**src/rtl/bp_lce_req_queue.sv**
```systemverilog
// Multi-entry LCE request handler: buffers cache requests, attaches in-order metadata and
// issues BedRock LCE request messages from the head entry, bounded by a credit counter.
module bp_lce_req_queue
  #(parameter int paddr_width_p    = 40
  , parameter int lce_id_width_p   = 4
  , parameter int cce_id_width_p   = 4
  , parameter int num_cce_p        = 4
  , parameter int lce_assoc_p      = 8
  , parameter int entries_p        = 4
  , parameter int credits_p        = 8
  , parameter int block_width_p    = 512
  , parameter bit non_excl_reads_p = 1'b0
  , localparam int way_width_lp               = (lce_assoc_p > 1) ? $clog2(lce_assoc_p) : 1
  , localparam int cache_req_width_lp         = 4 + paddr_width_p + 3 + 64 + 1
  , localparam int cache_req_metadata_width_lp = way_width_lp
  , localparam int lce_req_msg_width_lp       = 4 + 4 + paddr_width_p + 3 + lce_id_width_p
                                                + cce_id_width_p + way_width_lp + 2 + 64
  )
  (input  logic                                   clk_i
  , input  logic                                  reset_i
  , input  logic [lce_id_width_p-1:0]             lce_id_i
  , input  logic [1:0]                            lce_mode_i
  , input  logic                                  sync_done_i
  , input  logic [cache_req_width_lp-1:0]         cache_req_i
  , input  logic                                  cache_req_v_i
  , output logic                                  cache_req_yumi_o
  , input  logic [cache_req_metadata_width_lp-1:0] cache_req_metadata_i
  , input  logic                                  cache_req_metadata_v_i
  , input  logic                                  cache_req_complete_i
  , input  logic                                  uc_req_complete_i
  , output logic                                  credits_full_o
  , output logic                                  credits_empty_o
  , output logic                                  empty_o
  , output logic [lce_req_msg_width_lp-1:0]       lce_req_o
  , output logic                                  lce_req_v_o
  , input  logic                                  lce_req_ready_i
  );

  localparam int ptr_w_lp        = (entries_p > 1) ? $clog2(entries_p) : 1;
  localparam int credit_width_lp = $clog2(credits_p + 1);
  localparam int blk_off_lp      = $clog2(block_width_p / 8);

  // lce_mode_i: 0 uncached, 1 normal, 2 nonspec
  localparam logic [1:0] e_mode_uncached = 2'd0;
  localparam logic [1:0] e_mode_normal   = 2'd1;

  // cache request types; 4..14 are AMOs, subop = type - 4
  localparam logic [3:0] e_miss_load  = 4'd0;
  localparam logic [3:0] e_miss_store = 4'd1;
  localparam logic [3:0] e_uc_load    = 4'd2;
  localparam logic [3:0] e_uc_store   = 4'd3;
  localparam logic [3:0] e_amo_first  = 4'd4;
  localparam logic [3:0] e_amo_last   = 4'd14;

  localparam logic [3:0] e_req_rd    = 4'd0;
  localparam logic [3:0] e_req_wr    = 4'd1;
  localparam logic [3:0] e_req_uc_rd = 4'd2;
  localparam logic [3:0] e_req_uc_wr = 4'd3;
  localparam logic [3:0] e_req_amo   = 4'd4;

  typedef struct packed {
    logic [3:0]               msg_type;
    logic [paddr_width_p-1:0] addr;
    logic [2:0]               size;
    logic [63:0]              data;
    logic                     no_return;
  } cache_req_s;

  typedef struct packed {
    logic [3:0]                msg_type;
    logic [3:0]                subop;
    logic [paddr_width_p-1:0]  addr;
    logic [2:0]                size;
    logic [lce_id_width_p-1:0] src_id;
    logic [cce_id_width_p-1:0] dst_id;
    logic [way_width_lp-1:0]   lru_way_id;
    logic                      non_exclusive;
    logic                      amo_no_return;
    logic [63:0]               data;
  } lce_req_msg_s;

  function automatic logic [ptr_w_lp-1:0] ptr_inc(input logic [ptr_w_lp-1:0] p);
    return (p == ptr_w_lp'(entries_p - 1)) ? '0 : p + 1'b1;
  endfunction

  cache_req_s                    req_mem [entries_p];
  logic [way_width_lp-1:0]       way_mem [entries_p];
  logic [entries_p-1:0]          valid_r, meta_ok_r;
  logic [ptr_w_lp-1:0]           head_r, tail_r, meta_idx;
  logic [credit_width_lp-1:0]    credit_r;

  cache_req_s   in_req, head_req;
  lce_req_msg_s msg;
  logic is_miss, is_uc, is_amo, needs_meta, permitted, full, send, completion;
  logic meta_found, meta_exist, meta_new;

  assign in_req     = cache_req_i;
  assign is_miss    = (in_req.msg_type == e_miss_load) | (in_req.msg_type == e_miss_store);
  assign is_uc      = (in_req.msg_type == e_uc_load) | (in_req.msg_type == e_uc_store);
  assign is_amo     = (in_req.msg_type >= e_amo_first) & (in_req.msg_type <= e_amo_last);
  assign needs_meta = is_miss | is_amo;
  assign permitted  = (is_miss & (lce_mode_i == e_mode_normal) & sync_done_i)
                    | ((is_uc | is_amo) & ((lce_mode_i == e_mode_uncached) | sync_done_i));

  // Entries are contiguous from head, so the slot at tail is occupied only when full.
  assign full            = valid_r[tail_r];
  assign empty_o         = ~valid_r[head_r];
  assign credits_full_o  = (credit_r == credit_width_lp'(credits_p));
  assign credits_empty_o = (credit_r == '0);
  assign send            = ~reset_i & valid_r[head_r] & meta_ok_r[head_r]
                         & ~credits_full_o & lce_req_ready_i;
  assign cache_req_yumi_o = ~reset_i & cache_req_v_i & (~full | send) & permitted;
  assign lce_req_v_o      = send;
  assign completion       = cache_req_complete_i | uc_req_complete_i;

  // Oldest buffered entry still waiting for its metadata, searched from head.
  always_comb begin
    logic [ptr_w_lp:0]   idx_wide;
    logic [ptr_w_lp-1:0] idx;
    meta_found = 1'b0;
    meta_idx   = '0;
    idx_wide   = '0;
    idx        = '0;
    for (int i = 0; i < entries_p; i++) begin
      idx_wide = {1'b0, head_r} + (ptr_w_lp + 1)'(i);
      if (idx_wide >= (ptr_w_lp + 1)'(entries_p))
        idx_wide = idx_wide - (ptr_w_lp + 1)'(entries_p);
      idx = idx_wide[ptr_w_lp-1:0];
      if (!meta_found && valid_r[idx] && !meta_ok_r[idx]) begin
        meta_found = 1'b1;
        meta_idx   = idx;
      end
    end
  end

  assign meta_exist = cache_req_metadata_v_i & meta_found;
  assign meta_new   = cache_req_metadata_v_i & ~meta_found & cache_req_yumi_o & needs_meta;

  always_ff @(posedge clk_i or posedge reset_i) begin
    if (reset_i) begin
      head_r    <= '0;
      tail_r    <= '0;
      valid_r   <= '0;
      meta_ok_r <= '0;
      credit_r  <= '0;
    end else begin
      // Pop first so a same-cycle accept into the freed slot (full case) wins.
      if (send) begin
        valid_r[head_r] <= 1'b0;
        head_r          <= ptr_inc(head_r);
      end
      if (cache_req_yumi_o) begin
        valid_r[tail_r]   <= 1'b1;
        meta_ok_r[tail_r] <= ~needs_meta | meta_new;
        tail_r            <= ptr_inc(tail_r);
      end
      if (meta_exist)
        meta_ok_r[meta_idx] <= 1'b1;
      if (send & ~completion)
        credit_r <= credit_r + 1'b1;
      else if (~send & completion & (credit_r != '0))
        credit_r <= credit_r - 1'b1;
    end
  end

  always_ff @(posedge clk_i) begin
    if (cache_req_yumi_o)
      req_mem[tail_r] <= in_req;
    if (meta_new)
      way_mem[tail_r] <= cache_req_metadata_i;
    if (meta_exist)
      way_mem[meta_idx] <= cache_req_metadata_i;
  end

  assign head_req = req_mem[head_r];

  always_comb begin
    msg = '0;
    if (valid_r[head_r]) begin
      msg.addr   = head_req.addr;
      msg.size   = head_req.size;
      msg.src_id = lce_id_i;
      msg.dst_id = cce_id_width_p'((head_req.addr >> blk_off_lp) & paddr_width_p'(num_cce_p - 1));
      case (head_req.msg_type)
        e_miss_load: begin
          msg.msg_type      = e_req_rd;
          msg.size          = 3'(blk_off_lp);
          msg.lru_way_id    = way_mem[head_r];
          msg.non_exclusive = non_excl_reads_p;
        end
        e_miss_store: begin
          msg.msg_type   = e_req_wr;
          msg.size       = 3'(blk_off_lp);
          msg.lru_way_id = way_mem[head_r];
        end
        e_uc_load:  msg.msg_type = e_req_uc_rd;
        e_uc_store: begin
          msg.msg_type = e_req_uc_wr;
          msg.data     = head_req.data;
        end
        default: begin
          msg.msg_type      = e_req_amo;
          msg.subop         = head_req.msg_type - e_amo_first;
          msg.data          = head_req.data;
          msg.amo_no_return = head_req.no_return;
          msg.lru_way_id    = way_mem[head_r];
        end
      endcase
    end
  end

  assign lce_req_o = msg;

  a_meta_dropped : assert property (@(posedge clk_i) disable iff (reset_i)
    cache_req_metadata_v_i |-> (meta_found | meta_new));
  a_double_complete : assert property (@(posedge clk_i) disable iff (reset_i)
    !(cache_req_complete_i & uc_req_complete_i));
  a_complete_underflow : assert property (@(posedge clk_i) disable iff (reset_i)
    completion |-> (credit_r != '0));

endmodule

```
**config.mk**
```make
export PLATFORM = sky130hd
export DESIGN_NAME = bp_lce_req_queue
export DESIGN_NICKNAME = d
export VERILOG_FILES = /design/src/rtl/bp_lce_req_queue.sv
export SDC_FILE = /design/constraint.sdc
export NUM_CORES = 1
export LEC_CHECK = 0
export CAP_MARGIN = 20
export CORE_ASPECT_RATIO = 1.1
export CORE_MARGIN = 4
export CORE_UTILIZATION = 38
export CTS_BUF_LIST = sky130_fd_sc_hd__clkbuf_4 sky130_fd_sc_hd__clkbuf_8
export DETAILED_ROUTE_END_ITERATION = 8
export PLACE_DENSITY_LB_ADDON = 0.15
export SLEW_MARGIN = 30
export SYNTH_ARGS = -nofsm -noshare
export SYNTH_HDL_FRONTEND = slang
export SYNTH_SLANG_ARGS = --single-unit
```
**constraint.sdc**
```tcl
create_clock -name clk_i -period 5.4 [get_ports clk_i]
set_input_delay 0.81 -clock clk_i [delete_from_list [all_inputs] [get_ports clk_i]]
set_output_delay 0.81 -clock clk_i [all_outputs]
set_load 0.05 [all_outputs]
```
==> flow_summary.json <==
{
  "worstMarginPinSlew_ps": 873,
  "final-hold-violation-count": 0,
  "root_buffer": "clkbuf_8",
  "drtAntennaViolNets": 0,
  "grt_use_total_pct": 16.1,
  "dp_slack_ps": 1210,
  "power_density_nw_per_um2": 613,
  "htree_levels": 3,
  "post-cts-setup-buffer-count": 0,
  "dr.first_iter.drc_count": 676,
  "maxCapViolCount": 0,
  "yosysWarnings": 0,
  "cp_slowest_cell": "clkdlybuf4s50_1",
  "grt_antenna_before_repair": 2,
  "path_cells": "buf_4, buf_4, mux4_2, and2_1, clkdlybuf4s50_1",
  "dpl.hpwl_mm": 26.3,
  "dieWidth_um": 220,
  "synth_most_common_cell": "edfxtp_1",
  "avgSynthCellArea_um2": 20.8,
  "slew_violations": 0,
  "worst-path-max-fanout": 31,
  "die_h_um": 242,
  "crit_buf_inv": 3,
  "clock_sinks": 476,
  "drc": 0,
  "path_class": "reg2out",
  "start_util_pct": 38.4,
  "ys.flop_type": "edfxtp_1",
  "synth_edf_count": 460,
  "ys_async_sr_fraction_pct": 3.36,
  "maxClockFrequency_ghz": 0.210,
  "skew_ps": 24.7,
  "hold_path_class": "reg2reg",
  "die_area_um2": 53200,
  "cts_buffers": 78,
  "tns_ps": 0,
  "ios": 262,
  "cp_data_required_time_ps": 4590,
  "grt_max_degree": 55,
  "cts-resized-gates": 0,
  "drtPass1Iterations": 4,
  "vias_per_cell": 4.97,
  "leakage_nw": 7.75,
  "fill_cells": 4094,
  "clk_latency_ps": 630,
  "rsz0062_at_grt": "no",
  "cpMostUsedCell": "buf_4",
  "area_delta_synth_final_pct": 25.4,
  "gp_congestion": 0.742,
  "netlist_instances": 904,
  "drive_gt1_share_pct": 25.5,
  "status": "complete, no violations",
  "clock_path_buffers": 3,
  "routed_wl_mm": 42.6,
  "io_buffers": 257,
  "fin_crit_ps": 4760,
  "whs_ps": 503,
  "syn_area_um2": 18800,
  "coreArea_um2": 49000,
  "cp-end-kind": "primary output",
  "wl_per_cell_um": 22.1,
  "startpoint_type": "flip-flop",
  "maxSlewHeadroom_pct": 41.8,
  "rows": 85,
  "cts_tree": "done",
  "grt_pass1_vias": 10397,
  "finalPower_w": 0.0145,
  "clkTransAtPathRegs_ps": 60,
  "final_net_count": 1360,
  "ir_drop_mv": 0.437,
  "setup_ws_ps": 645,
  "grt_overflow": 0,
  "period_share_pct": 88.1,
  "synth_area_leaders": "edfxtp_1 73%, mux4_2 14%, nor2b_1 2.4%",
  "grt_pass1_wl_mm": 64.7,
  "ys_ff_latch": 476,
  "ys_types": 55,
  "setup_viol": 0,
  "num_vias": 9565,
  "crit_family": "buffers and inverters",
  "synth_top_area_share_pct": 73.3,
  "synth_seq_area_share_pct": 75.4,
  "synth_commonest_cells": "460 x edfxtp_1, 119 x mux4_2, 72 x nor2b_1",
  "worst_ep_arrival_time_ps": 3950,
  "synth_top_area_cell": "edfxtp_1",
  "postCtsHoldBufs": 0,
  "cp_slowest_stage_delay_ps": 730
}
[area by class of cell]
cell class	count	area, µm²	area share, %
Timing Repair Buffer	279	2720	11.5
Inverter	10	37.5	0.159
Sequential cell	476	14200	60.2
Clock inverter	25	113	0.476
Tap cell	652	816	3.45
Clock buffer	109	1330	5.61
Multi-Input combinational cell	374	4400	18.6
Antenna cell	1	2.50	0.0106
[worst reg2reg max path: stages (launching register included)]
cell and delay, ps:
dfrtp_4 660, buf_4 480, buf_4 650, nand2b_1 210, o22ai_1 120, or2_2 310, o21ai_0 190, o211ai_1 130
o21ai_0 530
[logic make-up after synthesis]
| kind of cell | synth area share, % |
|---|---|
| adders and majority gates | 0.837 |
| and+or+nand+nor | 5.72 |
| other | 0.0199 |
| xor gates and xnor gates | 0.139 |
| DFF | 75.4 |
| buffers and inverters | 1.35 |
| muxes | 14.9 |
| AOI/OAI and AO/OA | 1.57 |
[placed cells by master (no fill, tap or decap), types with 5 or more instances in the layout]
master	count
a21o_1	5
and2_1	49
and3_1	6
buf_12	9
buf_4	67
clkbuf_4	28
clkbuf_8	81
clkdlybuf4s50_1	202
clkinv_1	18
dfrtp_1	14
edfxtp_1	460
ha_1	11
inv_1	8
mux2i_1	10
mux4_2	119
nand2_1	14
nand2b_1	7
nor2_1	15
nor2b_1	72
o21ai_0	13
[stage by stage]
step | cells | area, µm² | utilization [%]
floorplan | 907 | 18900 | -
global placement | 1791 | 22200 | 45.3
detailed placement | 1791 | 22200 | 45.3
CTS | 1925 | 23600 | 48.2
global route | 1926 | 23600 | 48.2
finish | 1926 | 23600 | 48.2
[sequential cells by signal, indices dropped and copies added (netlist names)]
name and count:
req_mem 448, way_mem 12, credit_r 4, meta_ok_r 4, valid_r 4, head_r 2
tail_r 2
[metal layers]
metal  global-route usage (%)  share of wire (%)  up-vias
met5                        0              0.030        -
met3                     3.92                5.6       54
li1                         -                  -     4284
met2                     27.3                 52      239
met4                     5.02                1.7        2
met1                     20.6                 41     4986
[report_power, final]
part,switching [W],internal (W)
clock network,0.00134,0.00157
logic,0.00456,0.00248
registers,0.000169,0.00435
[path summary, 6_finish.rpt]
kind | start | end | slack, ps | cells after the start
max | head_r[0] | lce_req_o[104] | 640 | 5
min | credit_r[3] | credit_r[3] | 500 | 1
max reg2reg | head_r[0] | way_mem[0][0] | 1740 | 8
min reg2reg | credit_r[3] | credit_r[3] | 500 | 1
max in group asynchronous | reset_i | head_r[1] | 4210 | 2
min in group asynchronous | reset_i | credit_r[2] | 650 | 2
Note: power is estimated with default switching activity, not from simulation.
